## src/rtl/freq_sched_pkg.sv

```systemverilog
// Shared types and helpers for the frequency-measurement scheduler.
// FREQ_SCHED_OVERFLOW_EN (used by freq_gate_counter) selects saturating edge counts.
package freq_sched_pkg;

   typedef enum logic [2:0] {
      ST_IDLE   = 3'd0,
      ST_SELECT = 3'd1,
      ST_SETTLE = 3'd2,
      ST_GATE   = 3'd3,
      ST_STORE  = 3'd4
   } state_t;

   localparam int MAX_CH = 16;

   function automatic int ch_width(input int n);
      return (n <= 1) ? 1 : $clog2(n);
   endfunction

   // Lowest set bit of mask at index >= start; -1 when there is none.
   function automatic int find_set_from(input logic [MAX_CH-1:0] mask, input int start);
      int res;
      res = -1;
      for (int i = MAX_CH - 1; i >= 0; i--) begin
         if (mask[i] && (i >= start)) res = i;
      end
      return res;
   endfunction

endpackage

```

## src/rtl/freq_gate_counter.sv

```systemverilog
// 2-FF synchronizer, rising-edge detect and gated edge counter for one monitored line.
// FREQ_SCHED_OVERFLOW_EN defined: count saturates and o_ovf flags it; otherwise the count wraps.
module freq_gate_counter #(
   parameter int COUNT_W = 32
) (
   input  logic               clk,
   input  logic               reset,
   input  logic               i_sig,
   input  logic               i_clear,
   input  logic               i_count_en,
   output logic [COUNT_W-1:0] o_count,
   output logic               o_ovf
);

   logic               r_sync1;
   logic               r_sync2;
   logic               r_prev;
   logic [COUNT_W-1:0] r_count;
   logic [COUNT_W-1:0] w_count_next;
   logic               w_inc;

   assign w_inc = r_sync2 & ~r_prev & i_count_en;

`ifdef FREQ_SCHED_OVERFLOW_EN
   logic r_ovf;
   logic w_ovf_next;

   always_comb begin
      w_count_next = r_count;
      w_ovf_next   = r_ovf;
      if (w_inc) begin
         if (&r_count) w_ovf_next = 1'b1;
         else          w_count_next = r_count + COUNT_W'(1);
      end
   end

   always_ff @(posedge clk or posedge reset) begin
      if (reset)        r_ovf <= 1'b0;
      else if (i_clear) r_ovf <= 1'b0;
      else              r_ovf <= w_ovf_next;
   end

   assign o_ovf = w_ovf_next;
`else
   always_comb begin
      w_count_next = r_count;
      if (w_inc) w_count_next = r_count + COUNT_W'(1);
   end

   assign o_ovf = 1'b0;
`endif

   always_ff @(posedge clk or posedge reset) begin
      if (reset) begin
         r_sync1 <= 1'b0;
         r_sync2 <= 1'b0;
         r_prev  <= 1'b0;
         r_count <= '0;
      end else if (i_clear) begin
         r_sync1 <= 1'b0;
         r_sync2 <= 1'b0;
         r_prev  <= 1'b0;
         r_count <= '0;
      end else begin
         r_sync1 <= i_sig;
         r_sync2 <= r_sync1;
         r_prev  <= r_sync2;
         r_count <= w_count_next;
      end
   end

   // Running total including this cycle's edge, so the final gate cycle is captured on exit.
   assign o_count = w_count_next;

endmodule

```

## src/rtl/freq_meas_scheduler.sv

```systemverilog
// Round-robin sequencer sharing one gated edge counter across NUM_CH monitored lines.
// FREQ_SCHED_OVERFLOW_EN defined: results saturate with result_ovf; otherwise counts wrap.
module freq_meas_scheduler
   import freq_sched_pkg::*;
#(
   parameter int NUM_CH        = 4,
   parameter int GATE_CYCLES   = 100_000_000,
   parameter int SETTLE_CYCLES = 4,
   parameter int COUNT_W       = 32,
   localparam int CH_W         = ch_width(NUM_CH)
) (
   input  logic               clk,
   input  logic               reset,
   input  logic               i_run,
   input  logic [NUM_CH-1:0]  i_ch_mask,
   input  logic [NUM_CH-1:0]  i_sig_in,
   output logic               o_busy,
   output logic [CH_W-1:0]    o_cur_ch,
   output logic               o_result_valid,
   output logic [CH_W-1:0]    o_result_ch,
   output logic [COUNT_W-1:0] o_result_count,
   output logic               o_result_ovf,
   output logic               o_sweep_done,
   output logic [2:0]         o_state
);

   localparam int TMR_W = $clog2(GATE_CYCLES + 1);

   state_t             r_state;
   logic [TMR_W-1:0]   r_timer;
   logic [NUM_CH-1:0]  r_mask;
   logic [CH_W-1:0]    r_cur_ch;
   logic               r_result_valid;
   logic [CH_W-1:0]    r_result_ch;
   logic [COUNT_W-1:0] r_result_count;
   logic               r_result_ovf;
   logic               r_sweep_done;

   logic [MAX_CH-1:0]  w_in_mask_ext;
   logic [MAX_CH-1:0]  w_lat_mask_ext;
   int                 w_first_idx;
   int                 w_next_idx;
   logic [COUNT_W-1:0] w_count;
   logic               w_ovf;

   always_comb begin
      w_in_mask_ext                 = '0;
      w_in_mask_ext[NUM_CH-1:0]     = i_ch_mask;
      w_lat_mask_ext                = '0;
      w_lat_mask_ext[NUM_CH-1:0]    = r_mask;
      w_first_idx = find_set_from(w_in_mask_ext, 0);
      w_next_idx  = find_set_from(w_lat_mask_ext, int'(r_cur_ch) + 1);
   end

   freq_gate_counter #(
      .COUNT_W (COUNT_W)
   ) u_gate_counter (
      .clk        (clk),
      .reset      (reset),
      .i_sig      (i_sig_in[r_cur_ch]),
      .i_clear    (r_state == ST_SELECT),
      .i_count_en (r_state == ST_GATE),
      .o_count    (w_count),
      .o_ovf      (w_ovf)
   );

   // run low aborts from any active state; result pulses are only raised on the GATE exit.
   always_ff @(posedge clk or posedge reset) begin
      if (reset) begin
         r_state        <= ST_IDLE;
         r_timer        <= '0;
         r_mask         <= '0;
         r_cur_ch       <= '0;
         r_result_valid <= 1'b0;
         r_result_ch    <= '0;
         r_result_count <= '0;
         r_result_ovf   <= 1'b0;
         r_sweep_done   <= 1'b0;
      end else begin
         r_result_valid <= 1'b0;
         r_sweep_done   <= 1'b0;
         case (r_state)
            ST_IDLE: begin
               r_timer <= '0;
               if (i_run && (|i_ch_mask)) begin
                  r_mask   <= i_ch_mask;
                  r_cur_ch <= CH_W'(w_first_idx);
                  r_state  <= ST_SELECT;
               end
            end
            ST_SELECT: begin
               r_timer <= '0;
               r_state <= i_run ? ST_SETTLE : ST_IDLE;
            end
            ST_SETTLE: begin
               if (!i_run) begin
                  r_timer <= '0;
                  r_state <= ST_IDLE;
               end else if (r_timer == TMR_W'(SETTLE_CYCLES - 1)) begin
                  r_timer <= '0;
                  r_state <= ST_GATE;
               end else begin
                  r_timer <= r_timer + TMR_W'(1);
               end
            end
            ST_GATE: begin
               if (!i_run) begin
                  r_timer <= '0;
                  r_state <= ST_IDLE;
               end else if (r_timer == TMR_W'(GATE_CYCLES - 1)) begin
                  r_timer        <= '0;
                  r_state        <= ST_STORE;
                  r_result_valid <= 1'b1;
                  r_result_ch    <= r_cur_ch;
                  r_result_count <= w_count;
                  r_result_ovf   <= w_ovf;
                  r_sweep_done   <= (w_next_idx < 0);
               end else begin
                  r_timer <= r_timer + TMR_W'(1);
               end
            end
            ST_STORE: begin
               if (!i_run) begin
                  r_state <= ST_IDLE;
               end else if (w_next_idx >= 0) begin
                  r_cur_ch <= CH_W'(w_next_idx);
                  r_state  <= ST_SELECT;
               end else if (|i_ch_mask) begin
                  r_mask   <= i_ch_mask;
                  r_cur_ch <= CH_W'(w_first_idx);
                  r_state  <= ST_SELECT;
               end else begin
                  r_state <= ST_IDLE;
               end
            end
            default: r_state <= ST_IDLE;
         endcase
      end
   end

   assign o_busy         = (r_state != ST_IDLE);
   assign o_cur_ch       = r_cur_ch;
   assign o_result_valid = r_result_valid;
   assign o_result_ch    = r_result_ch;
   assign o_result_count = r_result_count;
   assign o_result_ovf   = r_result_ovf;
   assign o_sweep_done   = r_sweep_done;
   assign o_state        = r_state;

endmodule

```

## config.mk

```make
export PLATFORM = sky130hd
export DESIGN_NAME = freq_meas_scheduler
export DESIGN_NICKNAME = d
export VERILOG_FILES = /design/src/rtl/freq_sched_pkg.sv /design/src/rtl/freq_gate_counter.sv /design/src/rtl/freq_meas_scheduler.sv
export SDC_FILE = /design/constraint.sdc
export NUM_CORES = 1
export LEC_CHECK = 0
export BUFFER_PORTS_ARGS = -buffer_cell sky130_fd_sc_hd__buf_4
export CAP_MARGIN = 30
export CORE_UTILIZATION = 59
export CTS_BUF_LIST = sky130_fd_sc_hd__clkbuf_8 sky130_fd_sc_hd__clkbuf_16
export DETAILED_ROUTE_END_ITERATION = 16
export PLACE_DENSITY = 0.91
export RECOVER_POWER = 25
export SYNTH_ARGS = -nofsm -noshare
export SYNTH_HDL_FRONTEND = slang
export SYNTH_SLANG_ARGS = --single-unit
```

## constraint.sdc

```tcl
create_clock -name clk -period 3.13 [get_ports clk]
set_input_delay 0 -clock clk [delete_from_list [all_inputs] [get_ports clk]]
set_output_delay 0 -clock clk [all_outputs]
set_load 0.005 [all_outputs]
```

==> results.md <==
* Crit Path Max Fanout at 27
* Area Overhead vs Synth at 13.27%
* Post-synthesis adder-cell area fraction at 0.4833%
* Gr usage total at 27.54%
* Worst hold path class: primary input to flop
* Post-synthesis cell type count at 62
* Clock skew at 0.01637 ns
* Core Region at 0.008341 mm^2
* Leakage power at 2.568 nW
* Commonest non-fill, non-tap cell in the layout: dfrtp_1
* Final Setup Violations at 0
* Final core utilization at 70.31%
* Drt wl/cell at 16.83 um
* Max incr delay on CP at 0.92 ns
* Compound-gate portion of the synthesized area at 10.37%
* CTS tree: yes
* Switching share of power at 28.94%
* Ant diodes at 0
* Max-cap violations at 1
* IO Port Bufs at 52
* Nets at 601
* CP Buf/Inv Count at 1
* ANT nets after route at 0
* Iteration-0 DRC count of the detailed router at 307
* Starting density of the core at 62.08%
* CTS Buffer Depth at 2
* CTS buffer count at 9
* CP Capture Type: flop
* Mapped Cells at 544
* Flop pwr share at 52.4%
* Int Pwr at 2.092 mW
* Hpwl dp at 7760 um
* Largest net degree at the start of global routing at 52
* Area share of xor/xnor cells in the synthesized design at 6.259%
* Post-Route WL at 11730 um
* Combinational power share at 16.5%
* Final hold vios at 0
* Failing checks: max-capacitance violations, max-slew violations
* Type of the worst setup path: flop to flop
* CP Data Required Time at 3.36 ns
* Sink Count at 106
* Clk_lat worst skew at 0.36 ns
* Synth async-reset ratio at 100.0%
* Vias in the first global route at 4248
* Post-Synth Simple-Gate Area at 25.08%
* RD Place Congestion at 0.8968
* Die width at 95.68 um
* Reg2Reg Depth at 7
* First-pass GRT wire length at 19550 um
* R2r setup slk at 0.52 ns
* Outcome: finished with violations
* Die area at 0.009154 mm^2
* Gr ovfl total at 0
* Maximum VDD drop at 368.8 uV
* Clock power frac at 31.1%
* FF-to-FF End: o_result_count[22]$_DFFE_PP0P_
* Mux cell area share after synthesis at 1.957%
* Synth Flop Type: dfrtp_1
* Critical-path top delay cell: or4_1
* Cell Rows at 33
* Reg clk slew, reported paths at 0.10 ns
* Arrival @ worst endpoint at 2.84 ns
* Root buffer cell: clkbuf_8
* Crit path to: o_result_count[22]$_DFFE_PP0P_
* CTS H-tree depth at 3
* DRT Pass-1 Iters at 5
* Slew @ Worst Pin at 2.091 ns
* RSZ-0062 raised after global routing: false
* Part of the cycle the worst path needs at 83.28%
* Setup_tns at 0 ns
* Startpoint types: flop
* Syn nets at 557
* CP startpoint: r_timer[0]$_DFFE_PP0P_
* Largest family of logic cells by synthesized area: simple AND/OR/NAND/NOR gates
* Pwr Density at 502.1 mW/mm^2
* CP Depth at 7
* Syn Std Cell Area at 0.005177 mm^2
* Sw power at 852.2 uW
* Syn Area/Cell at 9.517 um^2
* Most frequent cells in the layout: dfrtp_1, nand2_1, nor2_1, buf_4, o21ai_0
* Number of enable flip-flop cells after synthesis at 0
* Worst path cell trace: ha_1 -> and4_1 -> nand2_2 -> or4_1 -> buf_4 -> nand2_1 -> o21ai_0
* Ys Warns at 0
* Max Clk Rate at 383.7 MHz
* Number of synthesized register bits at 106
* Fin. max-slew vios at 52
* Die height at 95.68 um
* Layout cells sized above 1 at 16.22%
* Register area share after synthesis at 51.23%
* Relative slew margins at -40.14%
* DRC viols at 0
* Setup Fix Bufs, Post-CTS at 0
* Ports at 54
* Cell family with most CP delay: simple AND/OR/NAND/NOR gates
* Antenna violations before repair at 0
* Min Clock Period, post-route at 2.607 ns
* Via density at 6.207
* Critical R2R Launch: r_timer[0]$_DFFE_PP0P_
* Vias at 4326
[flip-flops by register name (all words and copies together), names as in the netlist]
name,flops
o_sweep_done,1
r_timer,27
u_gate_counter.r_sync1,1
u_gate_counter.r_prev,1
o_cur_ch,2
o_result_valid,1
u_gate_counter.r_sync2,1
o_state,3
r_mask,3
o_result_count,32
u_gate_counter.r_count,32
o_result_ch,2
[logic make-up (layout without fill, tap and decap cells)]
kind of cell | count (synthesis) | count (layout)
AOI/OAI and AO/OA | 87 | 87
adders and majority gates | 2 | 2
and+or+nand+nor | 254 | 254
other | 1 | 1
DFF | 106 | 106
muxes | 8 | 8
buffers and inverters | 49 | 97
xor gates and xnor gates | 37 | 37
[metrics by stage]
| step | cells | instance area, um^2 | hold slack (ns) | power, mW | worst slack [ns] |
|---|---|---|---|---|---|
| floorplan | 544 | 5177 | 0.1504 | 1.880 | 0.3411 |
| global placement | 676 | 5592 | 0.1072 | 2.005 | 0.6663 |
| detailed placement | 676 | 5592 | 0.1175 | 2.039 | 0.5552 |
| CTS | 697 | 5866 | 0.06359 | 2.958 | 0.5163 |
| global route | 697 | 5864 | 0.1113 | 3.075 | 0.3202 |
| finish | 697 | 5864 | 0.07355 | 2.945 | 0.5235 |
[tightest hold or removal path, delay by kind of cell]
family | cells | cell delay (ns)
muxes | 1 | 0.21
and+or+nand+nor | 1 | 0.11
buffers and inverters | 1 | 0.07
[power groups by stage]
stage / registers [mW] / logic, mW / clock network (mW)
after floorplan: 1.52 / 0.357 / 0
after global placement: 1.55 / 0.451 / 0
after detailed placement: 1.57 / 0.472 / 0
after CTS: 1.54 / 0.483 / 0.935
after global routing: 1.55 / 0.533 / 0.989
final: 1.54 / 0.487 / 0.916
[worst min path at each step]
stage / from / endpoint / cells past startpoint / slack [ns]
6_report: i_sig_in[2] / u_gate_counter.r_sync1$_DFF_PP0_ / 3 / 0.07
5_1_grt: i_sig_in[2] / u_gate_counter.r_sync1$_DFF_PP0_ / 3 / 0.11
4_1_cts: i_sig_in[2] / u_gate_counter.r_sync1$_DFF_PP0_ / 3 / 0.06
3_5_place_dp: reset / r_timer[22]$_DFFE_PP0P_ / 2 / 0.12
3_3_place_gp: reset / r_timer[23]$_DFFE_PP0P_ / 2 / 0.11
2_1_floorplan: i_ch_mask[1] / r_mask[1]$_DFFE_PP0P_ / 1 / 0.15
[synthesized netlist by cell type (all sizes together) (2+ instances only)]
| master | instances | area (um^2) |
|---|---|---|
| o21ai | 45 | 225.2 |
| a221o | 2 | 20.02 |
| inv | 16 | 60.06 |
| a41oi | 4 | 35.03 |
| o22ai | 3 | 18.77 |
| and2 | 7 | 46.30 |
| xor2 | 9 | 78.83 |
| nor4 | 10 | 90.08 |
| mux2i | 3 | 30.03 |
| clkbuf | 19 | 72.56 |
| or3 | 2 | 12.51 |
| or2 | 2 | 12.51 |
| nor2 | 48 | 180.2 |
| mux2 | 4 | 48.79 |
| and3 | 15 | 95.09 |
| nand4 | 19 | 118.9 |
| a31oi | 6 | 37.54 |
| nor4b | 2 | 17.52 |
| nand4b | 2 | 17.52 |
| xnor2 | 28 | 245.2 |
| nor3 | 19 | 95.09 |
| or4 | 2 | 18.77 |
| a21oi | 7 | 35.03 |
| nor3b | 3 | 22.52 |
| nand2 | 80 | 302.8 |
| nor2b | 5 | 31.28 |
| ha | 2 | 25.02 |
| buf | 14 | 102.6 |
| a32oi | 4 | 35.03 |
| o31ai | 6 | 45.04 |
| and4 | 6 | 55.05 |
| nand3 | 27 | 135.1 |
| dfrtp | 106 | 2653 |
| o311ai | 2 | 17.52 |
[layout make-up]
class | instances | area [um^2]
fillers | 585 | 2476
repair buffers | 66 | 510.5
flip-flops and latches | 106 | 2653
multi-input cells | 389 | 2295
inverters | 16 | 61.31
well taps | 105 | 131.4
clock buffers | 9 | 123.9
clock inverters | 6 | 90.09
[timing repair]
| action | 4_1_cts | 5_1_grt |
|---|---|---|
| resized for setup | 0 | 0 |
| hold buffers | 6 | 0 |
| endpoints found under the hold margin | 55 | 0 |
[layer usage]
metal | track usage (%) | vias up | wire length, um
li1 | - | 1994 | -
met1 | 36.43 | 2085 | 4932
met2 | 45.48 | 209 | 5791
met3 | 3.589 | 38 | 751
met4 | 12.19 | 0 | 256
met5 | 0 | - | 0
Power figures use the tool's default switching activity.
